===== src/rtl/mips_bus_arbiter.sv =====
// mips_bus_arbiter: two-master, one-slave Avalon-MM arbiter with fair alternation and stall watchdog
//   clk, reset                  : clock, synchronous active-high reset
//   m0_* / m1_*                 : master ports (address, read, write, writedata, byteenable in;
//                                 waitrequest, readdata out)
//   s_*                         : slave port (address, read, write, writedata, byteenable out;
//                                 waitrequest, readdata in)
//   grant                       : one-hot current owner, 00 when idle
//   timeout_err, proto_err      : sticky error flags, cleared only by reset
module mips_bus_arbiter #(
   parameter int unsigned TIMEOUT = 1024
) (
   input  logic        clk,
   input  logic        reset,
   input  logic [31:0] m0_address,
   input  logic        m0_read,
   input  logic        m0_write,
   input  logic [31:0] m0_writedata,
   input  logic [3:0]  m0_byteenable,
   output logic        m0_waitrequest,
   output logic [31:0] m0_readdata,
   input  logic [31:0] m1_address,
   input  logic        m1_read,
   input  logic        m1_write,
   input  logic [31:0] m1_writedata,
   input  logic [3:0]  m1_byteenable,
   output logic        m1_waitrequest,
   output logic [31:0] m1_readdata,
   output logic [31:0] s_address,
   output logic        s_read,
   output logic        s_write,
   output logic [31:0] s_writedata,
   output logic [3:0]  s_byteenable,
   input  logic        s_waitrequest,
   input  logic [31:0] s_readdata,
   output logic [1:0]  grant,
   output logic        timeout_err,
   output logic        proto_err
);
   typedef enum logic [1:0] {IDLE = 2'b00, GNT0 = 2'b01, GNT1 = 2'b10} state_t;
   state_t      state;
   logic        last;
   logic [31:0] stall_cnt;
   logic        req0, req1, act0, act1, stall;
   assign req0 = m0_read | m0_write;
   assign req1 = m1_read | m1_write;
   // reset gates the slave request and master handshakes immediately, even mid-transfer
   assign act0 = (state == GNT0) && !reset;
   assign act1 = (state == GNT1) && !reset;
   assign stall = (state != IDLE) && s_waitrequest;
   assign grant = state;
   assign m0_readdata = s_readdata;
   assign m1_readdata = s_readdata;
   always_comb begin
      s_address      = act0 ? m0_address    : act1 ? m1_address    : 32'd0;
      s_read         = act0 ? m0_read       : act1 ? m1_read       : 1'b0;
      s_write        = act0 ? m0_write      : act1 ? m1_write      : 1'b0;
      s_writedata    = act0 ? m0_writedata  : act1 ? m1_writedata  : 32'd0;
      s_byteenable   = act0 ? m0_byteenable : act1 ? m1_byteenable : 4'd0;
      m0_waitrequest = !act0 || s_waitrequest;
      m1_waitrequest = !act1 || s_waitrequest;
   end
   always_ff @(posedge clk) begin
      if (reset) begin
         state       <= IDLE;
         last        <= 1'b1;
         stall_cnt   <= 32'd0;
         timeout_err <= 1'b0;
         proto_err   <= 1'b0;
      end else begin
         // saturate so a very long stall cannot wrap the count
         stall_cnt <= !stall ? 32'd0 : (stall_cnt == '1) ? stall_cnt : stall_cnt + 32'd1;
         if (TIMEOUT != 0 && stall && stall_cnt + 32'd1 >= TIMEOUT)
            timeout_err <= 1'b1;
         if ((m0_read && m0_write) || (m1_read && m1_write))
            proto_err <= 1'b1;
         case (state)
            // on a tie the master that was not served last wins
            IDLE: if (req0 && (!req1 || last)) state <= GNT0;
                  else if (req1) state <= GNT1;
            // the owner's request in its completion cycle belongs to the finished
            // transfer, so only the other master can take the bus directly
            GNT0: if (!req0) state <= IDLE;
                  else if (!s_waitrequest) begin
                     last  <= 1'b0;
                     state <= req1 ? GNT1 : IDLE;
                  end
            GNT1: if (!req1) state <= IDLE;
                  else if (!s_waitrequest) begin
                     last  <= 1'b1;
                     state <= req0 ? GNT0 : IDLE;
                  end
            default: state <= IDLE;
         endcase
      end
   end
endmodule

===== config.mk =====
export PLATFORM = sky130hd
export DESIGN_NAME = mips_bus_arbiter
export DESIGN_NICKNAME = d
export VERILOG_FILES = /design/src/rtl/mips_bus_arbiter.sv
export SDC_FILE = /design/constraint.sdc
export NUM_CORES = 1
export LEC_CHECK = 0
export ABC_AREA = 1
export CAP_MARGIN = 15
export CELL_PAD_IN_SITES_DETAIL_PLACEMENT = 0
export CELL_PAD_IN_SITES_GLOBAL_PLACEMENT = 1
export CORE_MARGIN = 5
export CORE_UTILIZATION = 20
export CTS_CLUSTER_SIZE = 16
export DETAILED_ROUTE_END_ITERATION = 6
export PLACE_DENSITY_LB_ADDON = 0.2
export SLEW_MARGIN = 20
export SYNTH_ARGS = -nofsm -noshare
export SYNTH_HDL_FRONTEND = slang
export SYNTH_SLANG_ARGS = --single-unit

===== constraint.sdc =====
create_clock -name clk -period 2.35 [get_ports clk]
set_clock_uncertainty 0.1 [all_clocks]
set_input_delay 0.47 -clock clk [delete_from_list [all_inputs] [get_ports clk]]
set_output_delay 0.47 -clock clk [all_outputs]
set_load 0.01 [all_outputs]

== Word level (Yosys, flattened, before mapping) ==
Cells that the tools add are included.

* Bits in registers: 37
* Input bits: 175
* Logic and storage cells: 65

* $add $sub $neg: 1
* $lt $le $gt $ge: 1
* Eq/ne operators: 10
* Muxes and demuxes: 24
* Bitwise operators: 3
* Reductions and logical operators: 21

{| class="wikitable"
|+ Operators with widths
! operator !! number
|-
| $mux 32 || 4
|-
| $add 32x1->32 const B || 1
|-
| $eq 32x32->1 const B || 1
|-
| $ge 32x11->1 const B || 1
|-
| $mux 2 || 7
|-
| $mux 1 || 9
|-
| $ne 3x3->1 const B || 3
|-
| $mux 4 || 2
|-
| $ne 2x2->1 const B || 4
|-
| $logic_and 1x1->1 || 7
|-
| $pmux 2 s3 || 1
|-
| $reduce_and 5->1 || 1
|-
| $logic_not 1->1 || 4
|-
| $logic_or 1x1->1 || 4
|-
| $reduce_bool 2->1 || 2
|-
| $reduce_and 3->1 || 1
|-
| $eq 2x1->1 const B || 1
|-
| $eq 2x2->1 const B || 1
|-
| $logic_not 2->1 || 1
|-
| $or 1x1->1 || 2
|-
| $pmux 1 s2 || 1
|-
| $reduce_or 2->1 || 1
|-
| $not 1->1 || 1
|}

== Depth between registers and ports, before layout ==
Gate-level depths: netlist of run 1.

* Word-level depth: 6
* Gate-level depth with buffers: 14
* Mapped depth without buffers: 14

== Worst setup path after synthesis of run 1 ==
No wires, ideal clock.

* Path type: input port to output port
* Start: in reset
* End: out s_read
* Arrival time: 1.483 ns
* Required time: 1.780 ns
* Slack: 0.297 ns
* Stages: 5
* Cell sequence: clkbuf_1 nor2_1 clkbuf_1 inv_1 o22ai_1

* Cells in the longest elaborated chain, start to end: 4
* Elaborated cells between the ends (all ways): 5

{| class="wikitable"
|+ Ends and longest elaborated chain
! what !! RTL line !! text
|-
| start: declaration || 13 || <nowiki>input logic reset,</nowiki>
|-
| $logic_not 1->1 (*) || 47, 48 ||
|-
| $logic_and 1x1->1 || 48 || <nowiki>assign act1 = (state == GNT1) && !reset;</nowiki>
|-
| $mux 1 || 55 || <nowiki>s_read = act0 ? m0_read : act1 ? m1_read : 1'b0;</nowiki>
|-
| $mux 1 (*) || 55 ||
|-
| end: declaration || 29 || <nowiki>output logic s_read,</nowiki>
|}

Every way passes the cells marked *; elsewhere a longest branch is shown, timed or not.

== Worst setup path in the final report of run 1 ==
* Start: reg state[1], in the netlist grant[1]
* End: out m1_waitrequest

* Cells in the longest elaborated chain, start to end: 4

{| class="wikitable"
|+ Ends and longest elaborated chain
! what !! RTL line !! text
|-
| start: declaration || 40 || <nowiki>state_t state;</nowiki>
|-
| start signal: assignment || 85 || <nowiki>state <= req1 ? GNT1 : IDLE;</nowiki>
|-
| start signal: assignment || 90 || <nowiki>state <= req0 ? GNT0 : IDLE;</nowiki>
|-
| $eq 2x2->1 || 48 ||
|-
| $logic_and 1x1->1 || 48 ||
|-
| $logic_not 1->1 || 60 || <nowiki>m1_waitrequest = !act1 || s_waitrequest;</nowiki>
|-
| $logic_or 1x1->1 || 60 ||
|-
| end: declaration || 26 || <nowiki>output logic m1_waitrequest,</nowiki>
|}

No other way between the ends.

==> impl_metrics.prom, run 1 <==
# TYPE chip_impl_metric gauge
chip_impl_info{name="result_of_the_run",value="complete, but fails checks"} 1
chip_impl_info{name="violations_in_the_final_reports",value="negative setup slack"} 1
chip_impl_info{name="hold_class",value="reg -> reg"} 1
chip_impl_info{name="crit_path_start_kind",value="register"} 1
chip_impl_metric{name="final_nets",unit=""} 889
chip_impl_metric{name="worst_skew_pair.late_latency",unit="ps"} 280
chip_impl_metric{name="layout-drive-gt1-share",unit="%"} 21.1
chip_impl_metric{name="seqCellArea",unit="µm²"} 746
chip_impl_metric{name="hpwlAfterDp",unit="mm"} 17.8
chip_impl_metric{name="drt_iter0_markers",unit=""} 215
chip_impl_metric{name="power_leakage",unit="nW"} 2.57
chip_impl_metric{name="gp_routability_congestion",unit=""} 0.936
chip_impl_info{name="rsz0062_at_grt",value="yes"} 1
chip_impl_metric{name="floorplan.die.width",unit="µm"} 142
chip_impl_metric{name="grt_resource_usage_total",unit="%"} 20.0
chip_impl_metric{name="critical_path_arrival",unit="ps"} 1790
chip_impl_metric{name="synth_seq_cells",unit=""} 37
chip_impl_metric{name="placement_rows",unit=""} 48
chip_impl_metric{name="pin_count",unit=""} 315
chip_impl_metric{name="pwr_density_cell",unit="nW/µm²"} 458
chip_impl_metric{name="final.fill_count",unit=""} 1871
chip_impl_metric{name="grt_pass1_wl",unit="mm"} 29.5
chip_impl_metric{name="total_wirelength_of_the_detailed_routed_design",unit="mm"} 21.2
chip_impl_metric{name="syn_area",unit="µm²"} 3460
chip_impl_metric{name="vias_per_cell",unit=""} 4.49
chip_impl_metric{name="final_count_of_negative_setup_slack_endpoints",unit=""} 2
chip_impl_metric{name="slowest_delay",unit="ps"} 360
chip_impl_metric{name="die_height",unit="µm"} 142
chip_impl_info{name="setup.worst_path.class",value="reg -> out"} 1
chip_impl_metric{name="post_synth.cell_area_avg",unit="µm²"} 6.54
chip_impl_metric{name="number_of_maximum_capacitance_violations",unit=""} 0
chip_impl_metric{name="fin_ws",unit="ps"} -8.45
chip_impl_metric{name="grt_start_max_net_pins",unit=""} 21
chip_impl_metric{name="clock_sink_count",unit=""} 37
chip_impl_metric{name="clock_path_buffers",unit=""} 2
chip_impl_metric{name="period_share",unit="%"} 100
chip_impl_metric{name="report.final.slew_viol_count",unit=""} 0
chip_impl_metric{name="initial_utilization",unit="%"} 20.2
chip_impl_metric{name="worst-path-max-fanout",unit=""} 7
chip_impl_metric{name="vias",unit=""} 4217
chip_impl_metric{name="multi_input_area",unit="µm²"} 1990
chip_impl_metric{name="vdd_ir_drop_max",unit="mV"} 0.250
chip_impl_metric{name="fmax",unit="GHz"} 0.424
chip_impl_info{name="critical_path.top_delay_family",value="buffers and inverters"} 1
chip_impl_metric{name="worst_rel_slew_slack",unit="%"} 67.6
chip_impl_metric{name="synthesis.instances",unit=""} 529
chip_impl_info{name="synth_ff_type",value="dfxtp_1"} 1
chip_impl_metric{name="seq_area_frac_synth",unit="%"} 21.4
chip_impl_metric{name="floorplan.die_area",unit="µm²"} 20000
chip_impl_metric{name="crit_buf_inv",unit=""} 5
chip_impl_metric{name="cts_hold_buf",unit=""} 0
chip_impl_metric{name="worst_ep_required_time",unit="ps"} 1780
chip_impl_metric{name="fp.coreArea",unit="µm²"} 17100
chip_impl_metric{name="synth_enable_flop_cells",unit=""} 0
chip_impl_metric{name="path_clk_slew",unit="ps"} 60
chip_impl_metric{name="final_period_minus_worst_setup_slack",unit="ps"} 2360
chip_impl_info{name="cp-end-kind",value="output port"} 1
chip_impl_metric{name="asyncSetResetFlopFracSynth",unit="%"} 0
chip_impl_metric{name="port_buffers",unit=""} 218
chip_impl_metric{name="timing_hold_violations_final",unit=""} 0
chip_impl_metric{name="antenna_found_initial",unit=""} 1
chip_impl_metric{name="drt-wirelength-per-cell",unit="µm"} 22.6
chip_impl_metric{name="postLayoutCoreUtil",unit="%"} 34.3
chip_impl_info{name="clock_tree_from_tritoncts",value="done"} 1
chip_impl_metric{name="worst-slew-pin-transition",unit="ps"} 483
chip_impl_info{name="worstPathCellList",value="inv_1, nor2_2, inv_2, nor2_4, bufbuf_16, buf_4, nand2_1, dlygate4sd2_1"} 1
chip_impl_metric{name="antenna_violating_nets_post_route",unit=""} 0
chip_impl_metric{name="syn_nets",unit=""} 705
chip_impl_metric{name="cts_inserted_buffers",unit=""} 5
chip_impl_metric{name="yosys.cell_types.count",unit=""} 33
chip_impl_metric{name="htreeDepth",unit=""} 2
chip_impl_metric{name="yosysWarnings",unit=""} 0
chip_impl_metric{name="drc",unit=""} 0
chip_impl_metric{name="drtPass1Iterations",unit=""} 4
chip_impl_metric{name="timing.setup.tns",unit="ps"} -10.3
chip_impl_metric{name="via_count_of_the_first_global_routing_pass",unit=""} 4251
chip_impl_metric{name="gr-total-overflow",unit=""} 0
chip_impl_info{name="crit_slowest_cell",value="dfxtp_4"} 1
chip_impl_info{name="cts_root_buffer",value="clkbuf_16"} 1
chip_impl_metric{name="layout-area-overhead-vs-synth",unit="%"} 69.6
worst paths after layout:
path,slack [ps],cells past startpoint,end,from
worst max-delay path,-8,8,m1_waitrequest,grant[1]
worst min-delay path,350,2,timeout_err,timeout_err
worst max register to register,230,14,timeout_err,stall_cnt[0]
worst min register to register,350,2,timeout_err,timeout_err
final cells by class:
cell class / count / area share (%)
antenna: 1 / 0.0426
clock buffer: 5 / 2.13
clock inverter: 3 / 1.11
inverter: 57 / 3.66
multi-input combinational: 352 / 33.9
sequential: 37 / 12.7
tap: 225 / 4.79
timing repair buffer: 260 / 41.7
registers in the layout (all words and copies together), names as in the netlist:
| signal | flops |
|---|---|
| grant | 2 |
| last | 1 |
| proto_err | 1 |
| stall_cnt | 32 |
| timeout_err | 1 |
through the flow:
step / hold slack (ps) / cells / cell area, µm² / setup slack (ps) / power [mW]
CTS: 364 / 935 / 5910 / -77.5 / 2.72
global placement: 349 / 911 / 5650 / -437 / 1.80
floorplan: 351 / 529 / 3460 / 297 / 1.13
detailed placement: 351 / 911 / 5650 / -457 / 1.80
finish: 353 / 940 / 5870 / -8.45 / 2.69
global route: 411 / 940 / 5870 / -86.8 / 2.81
cells by family (layout without fill, tap and decap cells):
group           Yosys count  after routing  share of synthesized area (%)
fa+ha+maj                 1              1                          0.361
compound gates          115            115                           24.6
flops                    37             37                           21.4
other cells               0              1                              0
buf+inv                 140            325                           22.4
simple gates            228            228                           29.2
xor+xnor                  8              8                           2.02
worst register-to-register path: stages, from the launching register on:
cell and delay [ps]:
dfxtp_1 390, ha_1 230, nand2_1 70, inv_1 100, nand2_2 120, nor2_8 190, nand2_1 70, nand2_1 60
nand2_1 60, nor2_1 130, nand2_1 80, nor2_2 180, nand3_1 130, nand2_1 70, nand2_1 40
layer usage:
layer / vias to the layer above / share of wire [%] / track usage [%]
met2: 161 / 47 / 32.8
met5: - / 0 / 0
met3: 27 / 7.3 / 4.11
met1: 1963 / 44 / 27.1
li1: 2066 / - / -
met4: 0 / 1.9 / 4.75
cell usage in the layout, fill, tap and decap left out, types with 2 or more instances in the layout:
cell type and n:
nand2_2 5, xor2_1 7, clkbuf_16 5, inv_2 4
clkdlybuf4s15_1 6, bufinv_16 2, a21oi_1 9, nor2_2 9
clkbuf_2 16, o22ai_1 4, o21ai_0 16, a22o_1 67
buf_2 34, bufbuf_16 2, or2_2 4, nand3b_1 7
a31oi_1 6, buf_12 8, o21ai_1 9, nor2_1 59
dlygate4sd2_1 3, nand3_1 15, clkdlybuf4s50_1 145, nand2_1 114
inv_1 52, buf_4 27, nand4_1 3, clkdlybuf4s15_2 9
buf_6 8, clkinv_2 2, nor2_4 7, dfxtp_1 35
power breakdown:
part           leakage, nW  switching, mW  internal (mW)
clock network       0.0938          0.276          0.606
registers            0.300         0.0124          0.643
logic                 2.18          0.495          0.656
total                 2.57          0.783           1.90
synthesized netlist by cell type, types with 2 or more instances:
cell / number / area share [%]
clkbuf_1: 17 / 1.8
nor2_4: 4 / 1.3
dfxtp_1: 37 / 21
nand2_2: 5 / 0.90
a31oi_1: 6 / 1.1
o22ai_1: 4 / 0.72
nor2_2: 7 / 1.3
nand3_1: 15 / 2.2
inv_1: 55 / 6.0
or2_2: 4 / 0.72
nor3_1: 2 / 0.29
a21oi_1: 9 / 1.3
xor2_1: 7 / 1.8
a22o_1: 68 / 17
nand4_1: 3 / 0.54
nand2_1: 114 / 12
buf_4: 64 / 14
nor2_1: 64 / 6.9
o21ai_0: 16 / 2.3
nand3b_1: 7 / 1.5
o21ai_1: 9 / 1.3
repair_timing:
item | in CTS | in global routing
pin swaps | 4 | 7
buffers inserted | 12 | 6
endpoints found under the setup margin | 70 | 67
gates cloned | 5 | 0
resized for setup | 221 | 45
endpoints found under the hold margin | 0 | 0
No activity file was read; power rests on OpenSTA's default activity.
==> run 2: changes to the inputs <==
--- a/config.mk
+++ b/config.mk
@@ -7,12 +7,10 @@
 export LEC_CHECK = 0
 export ABC_AREA = 1
 export CAP_MARGIN = 15
-export CELL_PAD_IN_SITES_DETAIL_PLACEMENT = 0
-export CELL_PAD_IN_SITES_GLOBAL_PLACEMENT = 1
-export CORE_MARGIN = 5
-export CORE_UTILIZATION = 20
+export CORE_AREA = 5 5 120 122
 export CTS_CLUSTER_SIZE = 16
 export DETAILED_ROUTE_END_ITERATION = 6
+export DIE_AREA = 0 0 125 127
 export PLACE_DENSITY_LB_ADDON = 0.2
 export SLEW_MARGIN = 20
 export SYNTH_ARGS = -nofsm -noshare
==> run 2 against run 1 <==
Compared with the run above:
- the flow still finishes with violations (negative setup slack)
- sequential cell count did not move
- die area is 21% lower
- register-to-register slack improved by 30 ps
- total power is 5.2% lower
- via count rose by 2.8%
- sequential power about the same
- first-iteration DRC count rose by 99%
- wire length increased by 9.8%
- hold slack improved by 14 ps
- highest routed layer is now met5
==> impl_metrics.prom, run 2 (synthesis gave the netlist of run 1 again) <==
# TYPE chip_impl_metric gauge
chip_impl_info{name="cp-end-kind",value="output port"} 1
chip_impl_metric{name="pin_count",unit=""} 315
chip_impl_metric{name="drtPass1Iterations",unit=""} 5
chip_impl_metric{name="power.clock.fraction",unit="%"} 31.6
chip_impl_metric{name="switching_power",unit="mW"} 0.789
chip_impl_metric{name="switching_share",unit="%"} 31.0
chip_impl_info{name="clock_tree_from_tritoncts",value="done"} 1
chip_impl_metric{name="postPlaceCellArea",unit="µm²"} 5440
chip_impl_metric{name="drt-wirelength-per-cell",unit="µm"} 26.7
chip_impl_metric{name="fin_hold_ws",unit="ps"} 368
chip_impl_metric{name="sequentialPowerShare",unit="%"} 25.8
chip_impl_metric{name="floorplan.die.width",unit="µm"} 125
chip_impl_metric{name="final_count_of_negative_setup_slack_endpoints",unit=""} 7
chip_impl_metric{name="design_area",unit="µm²"} 5680
chip_impl_metric{name="final.fill_count",unit=""} 1345
chip_impl_info{name="crit_path_start_kind",value="register"} 1
chip_impl_metric{name="placement_rows",unit=""} 42
chip_impl_info{name="cts_root_buffer",value="clkbuf_16"} 1
chip_impl_metric{name="number_of_maximum_capacitance_violations",unit=""} 0
chip_impl_metric{name="worst_ep_required_time",unit="ps"} 1780
chip_impl_metric{name="vdd_ir_drop_max",unit="mV"} 0.290
chip_impl_metric{name="share_comb_of_total_power",unit="%"} 42.6
chip_impl_metric{name="cts_inserted_buffers",unit=""} 5
chip_impl_info{name="crit_path_end",value="s_read"} 1
chip_impl_metric{name="gp_routability_congestion",unit=""} 0.977
chip_impl_metric{name="gr-total-overflow",unit=""} 0
chip_impl_metric{name="timing_hold_violations_final",unit=""} 0
chip_impl_metric{name="die_height",unit="µm"} 127
chip_impl_metric{name="final_period_minus_worst_setup_slack",unit="ps"} 2500
chip_impl_metric{name="worst_skew_pair.late_latency",unit="ps"} 290
chip_impl_metric{name="worst-slew-pin-transition",unit="ps"} 547
chip_impl_metric{name="internal_power_consumption",unit="mW"} 1.76
chip_impl_metric{name="clock_sink_count",unit=""} 37
chip_impl_metric{name="power_leakage",unit="nW"} 2.77
chip_impl_metric{name="critical_path_arrival",unit="ps"} 1930
chip_impl_metric{name="antenna_found_initial",unit=""} 3
chip_impl_metric{name="total_power",unit="mW"} 2.55
chip_impl_metric{name="layout-drive-gt1-share",unit="%"} 15.6
chip_impl_metric{name="htreeDepth",unit=""} 2
chip_impl_info{name="hold_class",value="reg -> reg"} 1
chip_impl_info{name="worstSetupStartpoint",value="grant[1]"} 1
chip_impl_metric{name="antenna_violating_nets_post_route",unit=""} 0
chip_impl_metric{name="grt_start_max_net_pins",unit=""} 25
chip_impl_metric{name="hpwlAfterDp",unit="mm"} 19.7
chip_impl_metric{name="worst_rel_slew_slack",unit="%"} 63.5
chip_impl_metric{name="via_count_of_the_first_global_routing_pass",unit=""} 4127
chip_impl_metric{name="grt_pass1_wl",unit="mm"} 31.3
chip_impl_metric{name="report.final.slew_viol_count",unit=""} 0
chip_impl_metric{name="fp.coreArea",unit="µm²"} 13100
chip_impl_info{name="violations_in_the_final_reports",value="negative setup slack"} 1
chip_impl_metric{name="worst-path-max-fanout",unit=""} 6
chip_impl_metric{name="pwr_density_cell",unit="nW/µm²"} 449
chip_impl_metric{name="vias_per_cell",unit=""} 4.97
chip_impl_metric{name="drc",unit=""} 0
chip_impl_metric{name="floorplan.die_area",unit="µm²"} 15900
chip_impl_info{name="result_of_the_run",value="complete, but fails checks"} 1
chip_impl_metric{name="largest_register_ffs",unit=""} 32
chip_impl_metric{name="final_nets",unit=""} 869
chip_impl_metric{name="reg2regPathDepth",unit=""} 14
chip_impl_metric{name="total_wirelength_of_the_detailed_routed_design",unit="mm"} 23.3
chip_impl_metric{name="clock_path_buffers",unit=""} 2
chip_impl_metric{name="initial_utilization",unit="%"} 26.5
chip_impl_info{name="largest_register",value="stall_cnt"} 1
chip_impl_info{name="most_used_cells_in_the_layout_excluding_fill_and_tap_cells",value="clkdlybuf4s50_1, nand2_1, a22o_1"} 1
chip_impl_metric{name="grt_resource_usage_total",unit="%"} 27.6
chip_impl_metric{name="timing.reg2reg.setup_slack",unit="ps"} 260
chip_impl_metric{name="port_buffers",unit=""} 218
chip_impl_info{name="setup.worst_path.class",value="reg -> out"} 1
chip_impl_metric{name="path_clk_slew",unit="ps"} 60
chip_impl_info{name="worstReg2RegStart",value="stall_cnt[0]"} 1
chip_impl_metric{name="postLayoutCoreUtil",unit="%"} 43.4
chip_impl_metric{name="layout-area-overhead-vs-synth",unit="%"} 64.1
chip_impl_info{name="rsz0062_at_grt",value="yes"} 1
chip_impl_info{name="final_common_cell",value="clkdlybuf4s50_1"} 1
chip_impl_metric{name="period_share",unit="%"} 106
chip_impl_metric{name="vias",unit=""} 4335
chip_impl_metric{name="drt_iter0_markers",unit=""} 428
chip_impl_metric{name="fin_ws",unit="ps"} -151
chip_impl_info{name="reg2reg_to",value="timeout_err"} 1
chip_impl_metric{name="fmax",unit="GHz"} 0.400
## run 2: cell count changes in the layout (fill, tap and decap cells not counted), moves of 2 or more
cell | previous run | this run
buf_12 | 8 | 5
buf_2 | 34 | 4
buf_4 | 27 | 11
bufbuf_16 | 2 | 0
clkbuf_2 | 16 | 29
clkdlybuf4s15_2 | 9 | 7
dlymetal6s2s_1 | 0 | 23
o22ai_1 | 4 | 2
o22ai_2 | 0 | 2
## run 2: metrics by stage
stage / TNS, ps / setup WS, ps / instances
global placement: -24500 / -386 / 852
finish: -833 / -151 / 872
CTS: -5520 / -255 / 864
global route: -1550 / -227 / 872
detailed placement: -26500 / -422 / 852
floorplan: 0 / 297 / 529
## run 2: worst min path at each step
| stage | startpoint | to | slack (ps) | depth (start not counted) |
|---|---|---|---|---|
| final | timeout_err | timeout_err | 370 | 2 |
| after global routing | timeout_err | timeout_err | 370 | 2 |
| after CTS | timeout_err | timeout_err | 370 | 2 |
| after detailed placement | timeout_err | timeout_err | 360 | 2 |
| after global placement | timeout_err | timeout_err | 340 | 2 |
| after floorplan | last | last | 350 | 2 |
## run 2: metal layers
metal / track usage, % / wire length (µm) / part of all wire (%)
met5: 0.310 / 13 / 0.056
met4: 8.42 / 645 / 2.8
met3: 16.4 / 3890 / 17
met2: 37.0 / 9210 / 40
met1: 36.7 / 9540 / 41
## run 2: cell type report
cell class,instances,area [µm²],area share (%)
timing repair buffer,240,2340,41.1
multi-input combinational,352,1980,34.9
sequential,37,746,13.1
tap,176,220,3.88
inverter,57,218,3.83
clock buffer,7,143,2.51
clock inverter,1,30.0,0.529
antenna,2,5.00,0.0881
## run 2: power groups by stage
stage	registers, mW	logic, mW	clock network (mW)
floorplan	0.668	0.465	0
global placement	0.663	1.08	0
detailed placement	0.664	1.07	0
CTS	0.653	1.09	0.810
global route	0.658	1.14	0.837
finish	0.656	1.09	0.805
## run 2: worst max-delay path, stage by stage (launching register included)
cell and delay [ps]:
dfxtp_2 360, inv_2 50, nor2_4 90, inv_2 70
nor2_4 210, buf_6 130, buf_6 80, buf_6 80
buf_6 80, buf_6 110, inv_4 40, o22ai_2 180
buf_2 170
## run 2: timing repair
item | 4_1_cts | 5_1_grt
pin swaps | 2 | 9
hold endpoints to repair | 0 | 0
cloned | 2 | 0
hold buffers | 0 | 0
setup buffers | 2 | 9
resized for setup | 95 | 101
setup endpoints to repair | 72 | 72
==> run 3: changes to the inputs <==
--- a/config.mk
+++ b/config.mk
@@ -11,7 +11,7 @@
 export CTS_CLUSTER_SIZE = 16
 export DETAILED_ROUTE_END_ITERATION = 6
 export DIE_AREA = 0 0 125 127
-export PLACE_DENSITY_LB_ADDON = 0.2
+export PLACE_DENSITY = 0.76
 export SLEW_MARGIN = 20
 export SYNTH_ARGS = -nofsm -noshare
 export SYNTH_HDL_FRONTEND = slang
==> run 3 against run 2 <==
Compared with the run above:
- the run now ends clean
- global-route usage is 2.1 points lower
- clock power shrank 7.3%
- utilization grew 1.4 points
- via count shrank 1.1%
- critical path depth down 4
- setup slack better by 200 ps
- combinational power up 11%
- sequential cell count did not move
- design area up 3.3%
- non-clock buffer count increased by 30
- critical endpoint is now s_writedata[31]
- largest cell class unchanged
==> impl_metrics.prom, run 3 (synthesis gave the netlist of run 1 again) <==
# TYPE chip_impl_metric gauge
chip_impl_info{name="result_of_the_run",value="finished, final reports clean"} 1
chip_impl_metric{name="timing_hold_violations_final",unit=""} 0
chip_impl_metric{name="fin_hold_ws",unit="ps"} 367
chip_impl_metric{name="clock_path_buffers",unit=""} 2
chip_impl_info{name="worstSetupStartpoint",value="grant[0]"} 1
chip_impl_metric{name="final_count_of_negative_setup_slack_endpoints",unit=""} 0
chip_impl_metric{name="report.final.slew_viol_count",unit=""} 0
chip_impl_metric{name="reg2regPathDepth",unit=""} 12
chip_impl_metric{name="placement_rows",unit=""} 42
chip_impl_info{name="worstReg2RegStart",value="stall_cnt[0]"} 1
chip_impl_metric{name="drt-wirelength-per-cell",unit="µm"} 23.9
chip_impl_metric{name="fin_ws",unit="ps"} 47.5
chip_impl_metric{name="total_power",unit="mW"} 2.60
chip_impl_metric{name="fp.coreArea",unit="µm²"} 13100
chip_impl_info{name="critical_path.top_delay_family",value="buffers and inverters"} 1
chip_impl_metric{name="worst-slew-pin-transition",unit="ps"} 500
chip_impl_metric{name="grt_start_max_net_pins",unit=""} 21
chip_impl_info{name="most_used_cells_in_the_layout_excluding_fill_and_tap_cells",value="clkdlybuf4s50_1, nand2_1, a22o_1"} 1
chip_impl_metric{name="gp_routability_congestion",unit=""} 0.956
chip_impl_metric{name="critical_path_arrival",unit="ps"} 1730
chip_impl_metric{name="seqCellArea",unit="µm²"} 743
chip_impl_metric{name="multi_input_area",unit="µm²"} 2010
chip_impl_metric{name="total_wirelength_of_the_detailed_routed_design",unit="mm"} 21.5
chip_impl_metric{name="final_nets",unit=""} 899
chip_impl_metric{name="fmax",unit="GHz"} 0.434
chip_impl_info{name="worstPathCellList",value="inv_1, nor2_2, inv_2, nor2_4, buf_6, bufbuf_16, a22o_1, buf_2"} 1
chip_impl_metric{name="dp_worst_setup_slack",unit="ps"} -516
chip_impl_metric{name="layout-area-overhead-vs-synth",unit="%"} 69.5
chip_impl_metric{name="period_share",unit="%"} 98.0
chip_impl_info{name="crit_path_end",value="s_writedata[31]"} 1
chip_impl_metric{name="htreeDepth",unit=""} 2
chip_impl_metric{name="port_buffers",unit=""} 218
chip_impl_metric{name="largest_register_ffs",unit=""} 32
chip_impl_metric{name="antenna_cells",unit=""} 0
chip_impl_metric{name="worst_skew_pair.late_latency",unit="ps"} 280
chip_impl_metric{name="grt_resource_usage_total",unit="%"} 25.5
chip_impl_metric{name="antenna_violating_nets_post_route",unit=""} 0
chip_impl_metric{name="power_leakage",unit="nW"} 2.66
chip_impl_metric{name="drc",unit=""} 0
chip_impl_metric{name="vias",unit=""} 4287
chip_impl_metric{name="worst_rel_slew_slack",unit="%"} 66.6
chip_impl_info{name="clock_tree_from_tritoncts",value="done"} 1
chip_impl_info{name="reg2reg_to",value="timeout_err"} 1
chip_impl_metric{name="grt_pass1_wl",unit="mm"} 29.5
chip_impl_info{name="crit_path_start_kind",value="register"} 1
chip_impl_metric{name="gr-total-overflow",unit=""} 0
chip_impl_metric{name="worst-path-max-fanout",unit=""} 12
chip_impl_metric{name="number_of_maximum_capacitance_violations",unit=""} 0
chip_impl_metric{name="floorplan.die.width",unit="µm"} 125
chip_impl_metric{name="stdcell_count",unit=""} 899
chip_impl_info{name="cp-end-kind",value="output port"} 1
chip_impl_info{name="setup.worst_path.class",value="reg -> out"} 1
chip_impl_metric{name="crit_buf_inv",unit=""} 5
chip_impl_metric{name="clock_sink_count",unit=""} 37
chip_impl_metric{name="path_clk_slew",unit="ps"} 60
chip_impl_info{name="final_common_cell",value="clkdlybuf4s50_1"} 1
chip_impl_metric{name="final.fill_count",unit=""} 1309
chip_impl_metric{name="die_height",unit="µm"} 127
chip_impl_info{name="crit_slowest_cell",value="dfxtp_2"} 1
chip_impl_metric{name="vdd_ir_drop_max",unit="mV"} 0.305
chip_impl_metric{name="postLayoutCoreUtil",unit="%"} 44.9
chip_impl_metric{name="design_area",unit="µm²"} 5870
chip_impl_metric{name="via_count_of_the_first_global_routing_pass",unit=""} 4238
chip_impl_metric{name="post-place-cells",unit=""} 870
chip_impl_metric{name="drt_iter0_markers",unit=""} 348
chip_impl_info{name="hold_class",value="reg -> reg"} 1
chip_impl_metric{name="timing.reg2reg.setup_slack",unit="ps"} 300
chip_impl_metric{name="pwr_density_cell",unit="nW/µm²"} 444
chip_impl_metric{name="worst-path-stages",unit=""} 8
chip_impl_metric{name="floorplan.die_area",unit="µm²"} 15900
chip_impl_metric{name="pin_count",unit=""} 315
chip_impl_metric{name="antenna_found_initial",unit=""} 2
chip_impl_metric{name="drtPass1Iterations",unit=""} 5
chip_impl_metric{name="layout-drive-gt1-share",unit="%"} 21.6
chip_impl_metric{name="slowest_delay",unit="ps"} 340
chip_impl_metric{name="hpwlAfterDp",unit="mm"} 18.1
chip_impl_metric{name="timing.setup.tns",unit="ps"} 0
chip_impl_info{name="largest_register",value="stall_cnt"} 1
chip_impl_metric{name="postPlaceCellArea",unit="µm²"} 5580
chip_impl_metric{name="cts_inserted_buffers",unit=""} 5
chip_impl_metric{name="vias_per_cell",unit=""} 4.77
chip_impl_metric{name="worst_ep_required_time",unit="ps"} 1780
chip_impl_metric{name="final_period_minus_worst_setup_slack",unit="ps"} 2300
chip_impl_metric{name="initial_utilization",unit="%"} 26.5
chip_impl_info{name="cts_root_buffer",value="clkbuf_16"} 1
[run 3: cell count changes in the layout (fill, tap and decap cells not counted), moves of 3 or more]
| cell | previous run | this run |
|---|---|---|
| clkbuf_2 | 29 | 0 |
| clkdlybuf4s15_2 | 7 | 11 |
| a22o_4 | 0 | 4 |
| buf_4 | 11 | 37 |
| a22o_1 | 68 | 64 |
| dlymetal6s2s_1 | 23 | 0 |
| dlygate4sd2_1 | 3 | 12 |
| buf_16 | 0 | 3 |
| buf_2 | 4 | 46 |
[run 3: cell type report]
cell class              count  share of cell area [%]
flip-flops and latches     37                    12.7
repair buffers            270                    42.9
clock buffers               5                    2.13
multi-input cells         352                    34.3
clock inverters             2                   0.597
inverters                  57                    3.67
well taps                 176                    3.75
[run 3: per-layer routing]
layer | track usage (%) | part of all wire (%) | vias up
li1 | - | - | 2081
met1 | 29.3 | 39 | 1924
met2 | 36.5 | 41 | 235
met3 | 20.1 | 18 | 43
met4 | 7.27 | 2.7 | 4
met5 | 0 | 0.13 | -
[run 3: tightest hold or removal path, delay by kind of cell (launching register included)]
kind,cells,cell delay [ps]
DFF,1,310
and+or+nand+nor,2,110
[run 3: how the worst min path moves through the flow]
stage	startpoint	endpoint	cells past startpoint
floorplan	last	last	2
global placement	timeout_err	timeout_err	2
detailed placement	timeout_err	timeout_err	2
CTS	timeout_err	timeout_err	2
global route	timeout_err	timeout_err	2
finish	timeout_err	timeout_err	2
[run 3: repair_timing]
item	CTS	global route
endpoints found under the setup margin	72	56
hold buffers	0	0
buffers inserted	12	6
gates cloned	4	0
pin swaps	8	3
gates resized for setup	245	16
[run 3: power breakdown]
group	total, mW	internal [mW]	switching [mW]
sequential	0.652	0.642	0.0102
clock	0.746	0.492	0.253
combinational	1.21	0.692	0.513
total	2.60	1.83	0.777
